### src/rtl/mem_wb_stage_pkg.sv
// Shared definitions for the MEM stage: load-mask bit positions, exception
// vector bit positions, MEM FSM state encoding and a mask helper.
package mem_wb_stage_pkg;

  // One-hot load-type mask bit positions
  localparam int L_LB  = 0;
  localparam int L_LH  = 1;
  localparam int L_LW  = 2;
  localparam int L_LBU = 3;
  localparam int L_LHU = 4;

  // Exception vector bit positions; EXC_LMISAL is added by the MEM stage
  localparam int EXC_EXP     = 0;
  localparam int EXC_INT     = 1;
  localparam int EXC_IAMISAL = 2;
  localparam int EXC_ILLG    = 3;
  localparam int EXC_ECALL   = 4;
  localparam int EXC_EBREAK  = 5;
  localparam int EXC_LMISAL  = 6;

  typedef enum logic [1:0] {
    MEM_RUN   = 2'd0,
    MEM_HOLD  = 2'd1,
    MEM_DRAIN = 2'd2
  } mem_state_e;

  // A load mask is only honoured when exactly one type bit is set
  function automatic logic l_mask_onehot(input logic [4:0] m);
    return $onehot(m);
  endfunction

endpackage

### src/rtl/mem_load_align.sv
// Load data extraction: shifts the read word down to the addressed byte/half
// and sign- or zero-extends it according to the one-hot load mask.
module mem_load_align
  import mem_wb_stage_pkg::*;
#(
  parameter int XLEN = 32
) (
  input  logic [XLEN-1:0] rdata,
  input  logic [1:0]      addr_2low,
  input  logic [4:0]      l_mask,
  output logic [XLEN-1:0] wdata
);

  logic [XLEN-1:0] shifted;

  assign shifted = rdata >> {addr_2low, 3'b000};

  // Select and extend the addressed field; a bad mask passes the raw word
  always_comb begin
    wdata = rdata;
    if (l_mask_onehot(l_mask)) begin
      if (l_mask[L_LB])
        wdata = {{(XLEN-8){shifted[7]}}, shifted[7:0]};
      else if (l_mask[L_LH])
        wdata = {{(XLEN-16){shifted[15]}}, shifted[15:0]};
      else if (l_mask[L_LW])
        wdata = shifted;
      else if (l_mask[L_LBU])
        wdata = {{(XLEN-8){1'b0}}, shifted[7:0]};
      else
        wdata = {{(XLEN-16){1'b0}}, shifted[15:0]};
    end
  end

endmodule

### src/rtl/mem_wb_stage.sv
// MEM pipeline stage and MEM/WB register. Waits for the data-memory read
// response on loads, extracts load data, and hands the write-back payload to
// WB over the valid/allowin handshake. One outstanding load; a response
// orphaned by a flush is drained before new work is accepted.
// Optional feature: define MEM_LOAD_MISALIGN_CHECK_EN to flag misaligned
// LH/LHU/LW loads in wb_exc[6] without waiting for memory.
//
// state     | meaning
// ----------+-------------------------------------------------------------
// MEM_RUN   | normal flow; a load waits here for dmem_rvalid
// MEM_HOLD  | response arrived while WB stalled; data parked in rbuf
// MEM_DRAIN | load flushed before its response; swallow it, block input
module mem_wb_stage
  import mem_wb_stage_pkg::*;
#(
  parameter int XLEN          = 32,
  parameter int RF_ADDR_WIDTH = 5
) (
  input  logic                     clk,
  input  logic                     rst_n,
  input  logic                     ex_mem_valid,
  output logic                     mem_allowin,
  output logic                     mem_wb_valid,
  input  logic                     wb_allowin,
  input  logic                     flush,
  input  logic [XLEN-1:0]          mem_pc,
  input  logic [XLEN-1:0]          mem_inst,
  input  logic                     mem_req_rf,
  input  logic [RF_ADDR_WIDTH-1:0] mem_rf_waddr,
  input  logic [XLEN-1:0]          mem_alu_res,
  input  logic                     mem_is_load,
  input  logic [1:0]               mem_ls_addr_2low,
  input  logic [4:0]               mem_l_mask,
  input  logic [5:0]               mem_exc,
  input  logic                     dmem_rvalid,
  input  logic [XLEN-1:0]          dmem_rdata,
  output logic                     mem_valid,
  output logic [XLEN-1:0]          wb_pc,
  output logic [XLEN-1:0]          wb_inst,
  output logic                     wb_req_rf,
  output logic [RF_ADDR_WIDTH-1:0] wb_rf_waddr,
  output logic [XLEN-1:0]          wb_rf_wdata,
  output logic [6:0]               wb_exc
);

  mem_state_e      state;
  logic [XLEN-1:0] rbuf;
  logic            ready_go;
  logic            lmisal;
  logic            load_wait;
  logic [XLEN-1:0] load_src;
  logic [XLEN-1:0] load_data;
  logic [6:0]      exc_d;

`ifdef MEM_LOAD_MISALIGN_CHECK_EN
  assign lmisal = mem_is_load &
                  (((mem_l_mask[L_LH] | mem_l_mask[L_LHU]) & mem_ls_addr_2low[0]) |
                   (mem_l_mask[L_LW] & (mem_ls_addr_2low != 2'b00)));
`else
  assign lmisal = 1'b0;
`endif

  // A misaligned load gets no memory response, so it never waits
  assign load_wait = mem_is_load & ~lmisal;

  // Stage completes once load data is available (live or parked)
  always_comb begin
    ready_go = 1'b1;
    if (load_wait) begin
      unique case (state)
        MEM_RUN:  ready_go = dmem_rvalid;
        MEM_HOLD: ready_go = 1'b1;
        default:  ready_go = 1'b0;
      endcase
    end
  end

  assign mem_allowin  = (state != MEM_DRAIN) & (~mem_valid | (ready_go & wb_allowin));
  assign mem_wb_valid = mem_valid & ready_go & ~flush;

  assign load_src = (state == MEM_HOLD) ? rbuf : dmem_rdata;

  mem_load_align #(.XLEN(XLEN)) u_align (
    .rdata     (load_src),
    .addr_2low (mem_ls_addr_2low),
    .l_mask    (mem_l_mask),
    .wdata     (load_data)
  );

  always_comb begin
    exc_d             = {1'b0, mem_exc};
    exc_d[EXC_LMISAL] = lmisal;
  end

  // Stage occupancy: flush kills, otherwise refill when allowed
  always_ff @(posedge clk) begin
    if (!rst_n)
      mem_valid <= 1'b0;
    else if (flush)
      mem_valid <= 1'b0;
    else if (mem_allowin)
      mem_valid <= ex_mem_valid;
  end

  // Load-response FSM with the park buffer for a stalled WB
  always_ff @(posedge clk) begin
    if (!rst_n) begin
      state <= MEM_RUN;
      rbuf  <= '0;
    end else begin
      unique case (state)
        MEM_RUN: begin
          if (mem_valid && load_wait) begin
            if (flush) begin
              // Same-cycle response is simply dropped; otherwise wait for it
              if (!dmem_rvalid)
                state <= MEM_DRAIN;
            end else if (dmem_rvalid && !wb_allowin) begin
              state <= MEM_HOLD;
              rbuf  <= dmem_rdata;
            end
          end
        end
        MEM_HOLD: begin
          if (flush || wb_allowin)
            state <= MEM_RUN;
        end
        MEM_DRAIN: begin
          if (dmem_rvalid)
            state <= MEM_RUN;
        end
        default: state <= MEM_RUN;
      endcase
    end
  end

  // MEM/WB register: updates only on a completed handshake
  always_ff @(posedge clk) begin
    if (!rst_n) begin
      wb_pc       <= '0;
      wb_inst     <= '0;
      wb_req_rf   <= 1'b0;
      wb_rf_waddr <= '0;
      wb_rf_wdata <= '0;
      wb_exc      <= '0;
    end else if (mem_wb_valid && wb_allowin) begin
      wb_pc       <= mem_pc;
      wb_inst     <= mem_inst;
      wb_req_rf   <= mem_req_rf & ~lmisal;
      wb_rf_waddr <= mem_rf_waddr;
      wb_rf_wdata <= mem_is_load ? load_data : mem_alu_res;
      wb_exc      <= exc_d;
    end
  end

endmodule
### config.mk
export PLATFORM = sky130hd
export DESIGN_NAME = mem_wb_stage
export DESIGN_NICKNAME = d
export VERILOG_FILES = /design/src/rtl/mem_wb_stage_pkg.sv /design/src/rtl/mem_load_align.sv /design/src/rtl/mem_wb_stage.sv
export SDC_FILE = /design/constraint.sdc
export NUM_CORES = 1
export LEC_CHECK = 0
export BUFFER_PORTS_ARGS = -buffer_cell sky130_fd_sc_hd__clkbuf_2
export CAP_MARGIN = 20
export CORE_UTILIZATION = 53
export DETAILED_ROUTE_END_ITERATION = 10
export GPL_TIMING_DRIVEN = 0
export PLACE_DENSITY_LB_ADDON = 0.08
export SYNTH_ARGS = -nofsm -noshare
export SYNTH_HDL_FRONTEND = slang
export SYNTH_SLANG_ARGS = --single-unit
### constraint.sdc
create_clock -name clk -period 4.3 [get_ports clk]
set_input_delay 0.215 -clock clk [delete_from_list [all_inputs] [get_ports clk]]
set_output_delay 0.215 -clock clk [all_outputs]
set_load 0.01 [all_outputs]
# --- Yosys cells after proc, flatten, opt, wreduce, memory -nomap -nowiden ---
# Index checks and enable logic that the tools add are counted.
classes:
  add_sub_neg: 4
  mul: 0
  div_mod_pow: 0
  n_lt_le_gt_ge: 0
  n_eq_ne: 9
  shift: 1
  mux: 16
  n_bitwise: 8
  reduce_logical: 9
op_table:
  columns: ["op", "n"]
  rows:
  - ["$mux 32", 6]
  - ["$shr 32x5->32", 1]
  - ["$mux 16", 1]
  - ["$mux 2", 6]
  - ["$ne 2x2->1 const B", 3]
  - ["$ne 3x3->1 const B", 2]
  - ["$pmux 2 s3", 1]
  - ["$reduce_and 5->1", 1]
  - ["$add 1x1->2", 2]
  - ["$and 1x1->1", 4]
  - ["$reduce_and 4->1", 1]
  - ["$add 3x1->3", 1]
  - ["$add 3x3->3", 1]
  - ["$eq 3x1->1 const B", 1]
  - ["$logic_and 1x1->1", 3]
  - ["$not 1->1", 3]
  - ["$eq 2x1->1 const B", 1]
  - ["$eq 2x2->1 const B", 1]
  - ["$logic_not 2->1", 1]
  - ["$ne 2x1->1 const B", 1]
  - ["$pmux 1 s2", 1]
  - ["$reduce_or 2->1", 1]
  - ["$logic_not 1->1", 1]
  - ["$logic_or 1x1->1", 1]
  - ["other kinds (2)", 2]
totals:
  regBits: 143
  latchBits: 0
  mem_bits_rw: 0
  mem_bits_ro: 0
  mem_count: 0

# --- Depth between registers and ports, before layout ---
depth:
  word_depth: 9
  mapped_depth: 11

# --- By module ---
# A second synthesis with hierarchy kept.
unflattened:
  hier_cells: 847
  area_unflattened_um2: 7458.4
modules_own_cells:
  columns: ["mod", "n_inst", "cells_each", "area_each_um2", "seq_area_each_um2"]
  rows:
  - ["mem_wb_stage", 1, 690, 6463.7, 2862.7]
  - ["mem_load_align", 1, 157, 994.7, 0.0]

# --- Worst setup path after synthesis ---
# OpenSTA, ideal clock, no wires.
synth_path:
  kind: "input to register"
  start: "input mem_l_mask[2]"
  end: "register wb_rf_wdata[24]"
  t_arrival_ns: 2.467
  t_required_ns: 4.184
  slack_ns: 1.716
  stages: 10
  path_buffers: 1
  cell_sequence: "ha_1 fa_1 inv_1 fa_1 and3_1 clkbuf_1 nand2_1 or4_1 o21ai_0 nand2_1"
synth_between:
  elab_chain_cells: 6
  elab_cells_between_ends: 9
synth_lines:
  columns: ["item", "line", "source"]
  rows:
  - ["start, declared", "mem_wb_stage.sv:33", "input logic [4:0] mem_l_mask,"]
  - ["$add 1x1->2 (not written as such)", "mem_wb_stage_pkg.sv:29", "return $onehot(m);"]
  - ["$add 3x3->3 (not written as such)", "mem_wb_stage_pkg.sv:29", null]
  - ["$add 3x1->3 (not written as such)", "mem_wb_stage_pkg.sv:29", null]
  - ["$eq 3x1->1", "mem_wb_stage_pkg.sv:29", null]
  - ["$mux 32 (*)", "mem_load_align.sv:21", "if (l_mask_onehot(l_mask)) begin"]
  - ["$mux 32 (*)", "mem_wb_stage.sv:151", "wb_rf_wdata <= mem_is_load ? load_data : mem_alu_res;"]
  - ["end signal, assigned", "mem_wb_stage.sv:151", null]
  - ["end, declared", "mem_wb_stage.sv:42", "output logic [XLEN-1:0] wb_rf_wdata,"]
# Every way passes the cells marked *; elsewhere a longest branch is shown, timed or not.
# A chain may end at the register's enable or synchronous reset.

# --- Worst setup path in the final report ---
layout_path:
  start: "input mem_l_mask[0]"
  end: "register wb_rf_wdata[19]"
# The elaborated chain is that of the path after synthesis.

==> flow_summary.ini <==
[status]
outcome = complete, no violations

[sta]
setup_viol = 0
finalCritPeriodShare_pct = 64.9
worst_pin_slew_ns = 0.712
fin_skew_ns = 0.00517
relSlewSlack_pct = 52.2
hold_violations = 0
rsz0062_at_grt = no
setup_tns_ns = 0
drv_slew = 0
fin_crit_ns = 2.79
fmax_mhz = 358

[setup_path]
reg2reg_depth = 6
slowest_stage = o21ai_1
critPathKind = input port to flip-flop
r2r-end = wb_rf_wdata[23]$_SDFFE_PN0P_
cp_max_fo = 10
worstSetupStartpointType = input port
path_cells = clkbuf_2 -> ha_1 -> fa_1 -> inv_1 -> fa_1 -> and3_1 -> clkbuf_1 -> nand2_1 -> o21ai_1 -> a221o_1 -> a31oi_1
crit_path_frequent_cell = fa_1
cp-startpoint = mem_l_mask[0]
required_ns = 4.59
r2r_start = state[1]$_SDFFE_PN0P_
r2r_slack_ns = 1.79
worstPathArrival_ns = 3.08
crit_end = wb_rf_wdata[19]$_SDFFE_PN0P_
worst_setup_path_end_kind = flip-flop
max_stage_delay_ns = 0.57

[clock_network]
cts_buffers = 17
cts.clk_slew.worst_paths_ns = 0.06
cts_setup_buffers = 0
root_buffer = clkbuf_16
clock_sinks = 143
clock_latency_ns = 0.42
clock_path_buffers = 2
cts-htree-levels = 4
cts_tree = built

[die]
core_area_um2 = 12600
die_w_um = 116
io_pins = 266
initial_core_util_pct = 54.4
rows = 41
dieHeight_um = 116
die_area_um2 = 13400

[pwr]
p_per_area_nw_per_um2 = 366
static-leakage-power_uw = 0.00391
peakVddDrop_mv = 0.272

[place]
dp_hpwl_mm = 16.3
numPortBuffers = 264
gp_congestion = 0.946

[drt]
drc = 0
postRouteAntennaNets = 0
routed_wl_mm = 21.2
num_vias = 7034
drt_first_pass_iters = 5
wire_per_inst_um = 16.1
via_per_inst = 5.34
drt_iter0_drc = 465

[global_routing]
use_met2_pct = 50.0
grt_pass1_vias = 6208
antenna_found_initial = 0
grtUsageMet1_pct = 40.6
gr-max-usage-layer = met2
grt_max_degree = 17
grt-ovfl-total = 0
track_usage_pct = 31.4
gr-usage-met3_pct = 7.53
grt_pass1_wl_mm = 32.0

[synthesis]
ys_types = 51
syn_area_um2 = 6860
synth_edf_count = 0
ys_seq_area_share_pct = 41.7
synthCells = 848
synthArstFlopShare_pct = 0
synthesis.nets = 1006
syn_avg_cell_area_um2 = 8.09
synth_warnings = 0
synthFlopType = dfxtp_1
ys_seq_elements = 143

[cells_and_area]
num-nets-final = 1290
final_common_cell = nand2_1
fin_util_pct = 71.7
area_growth_pct = 31.9
layout-drive-gt1-share_pct = 28.2
final_cell_mix = nand2_1, clkbuf_2, dfxtp_1, a21boi_0, clkbuf_1
n_antenna_cell = 0

[min_path]
min_path_type = input port to flip-flop
min_delay_path_depth = 3

[flow_run]
drv_cap = 0
[flip-flops by register name (all words and copies together), names as in the netlist]
signal	flops
mem_valid	1
rbuf	32
state	2
wb_exc	6
wb_inst	32
wb_pc	32
wb_req_rf	1
wb_rf_waddr	5
wb_rf_wdata	32
[worst min-delay path by stage]
stage | slack [ns] | end | startpoint
6_report | 0.02 | wb_inst[15]$_SDFFE_PN0P_ | mem_inst[15]
5_1_grt | 0.01 | wb_rf_waddr[1]$_SDFFE_PN0P_ | mem_rf_waddr[1]
4_1_cts | 0.01 | wb_pc[31]$_SDFFE_PN0P_ | mem_pc[31]
3_5_place_dp | 0.43 | wb_rf_wdata[29]$_SDFFE_PN0P_ | wb_rf_wdata[29]$_SDFFE_PN0P_
3_3_place_gp | 0.43 | wb_rf_wdata[24]$_SDFFE_PN0P_ | wb_rf_wdata[24]$_SDFFE_PN0P_
2_1_floorplan | 0.29 | state[0]$_SDFFE_PN0P_ | wb_allowin
[Yosys cell counts (all sizes together), types with 10 or more instances]
| cell | number | share of area [%] |
|---|---|---|
| mux2i | 26 | 3.8 |
| buf | 10 | 0.95 |
| clkbuf | 58 | 3.2 |
| dfxtp | 143 | 42 |
| o211ai | 10 | 1.1 |
| mux2 | 11 | 1.9 |
| nand2 | 268 | 15 |
| nand2b | 12 | 1.1 |
| a31oi | 16 | 1.5 |
| nor2 | 36 | 2.0 |
| o21ai | 46 | 3.4 |
| a21oi | 12 | 0.88 |
| a21boi | 114 | 12 |
[layer usage]
metal	share of wire [%]	wire length (µm)	vias to the layer above
met5	0	0	-
met4	2.8	591	0
met3	7.6	1620	44
met2	46	9700	294
met1	44	9300	3208
li1	-	-	3488
[stage by stage]
step	total power (µW)	cells	hold WS (ns)	worst slack (ns)	cell area [µm²]
finish	3310	1317	0.0174	1.51	9050
global route	3420	1317	0.0137	1.29	9050
CTS	3300	1317	0.0133	1.58	9050
detailed placement	1730	1284	0.431	1.15	8400
global placement	1730	1284	0.428	1.19	8400
floorplan	1570	848	0.294	1.72	6860
[cell families (layout without fill, tap and decap cells)]
kind of cell    Yosys count  count (layout)  share of synthesized area, %
mux                      45              45                          8.28
simple gates            342             342                          20.3
compound gates          237             237                          24.1
other cells               1               1                        0.0547
buf+inv                  76             373                          4.56
fa+ha+maj                 4               4                         0.949
flops                   143             143                          41.7
[worst max-delay path, delay by kind of cell]
kind | cells | cell delay, ns
simple gates | 2 | 0.27
fa+ha+maj | 3 | 1.05
compound gates | 3 | 0.93
buf+inv | 3 | 0.59
[final cells by class]
type | count | area (µm²)
multi-input combinational | 629 | 3680
inverter | 8 | 30.0
clock inverter | 9 | 154
clock buffer | 23 | 488
timing repair buffer | 265 | 1330
sequential | 143 | 2860
buffer | 68 | 283
fill | 1117 | 3570
tap | 172 | 215
[what timing repair did]
action | CTS | global route
gates resized for setup | 0 | 0
hold buffers | 1 | 0
endpoints found under the setup margin | 0 | 0
endpoints found under the hold margin | 1 | 0
[power breakdown]
group / total (µW) / switching, µW / internal (µW)
logic: 367 / 216 / 151
clock network: 1590 / 558 / 1030
registers: 1350 / 8.69 / 1340
total: 3310 / 782 / 2520
Note: power is estimated with default switching activity, not from simulation.
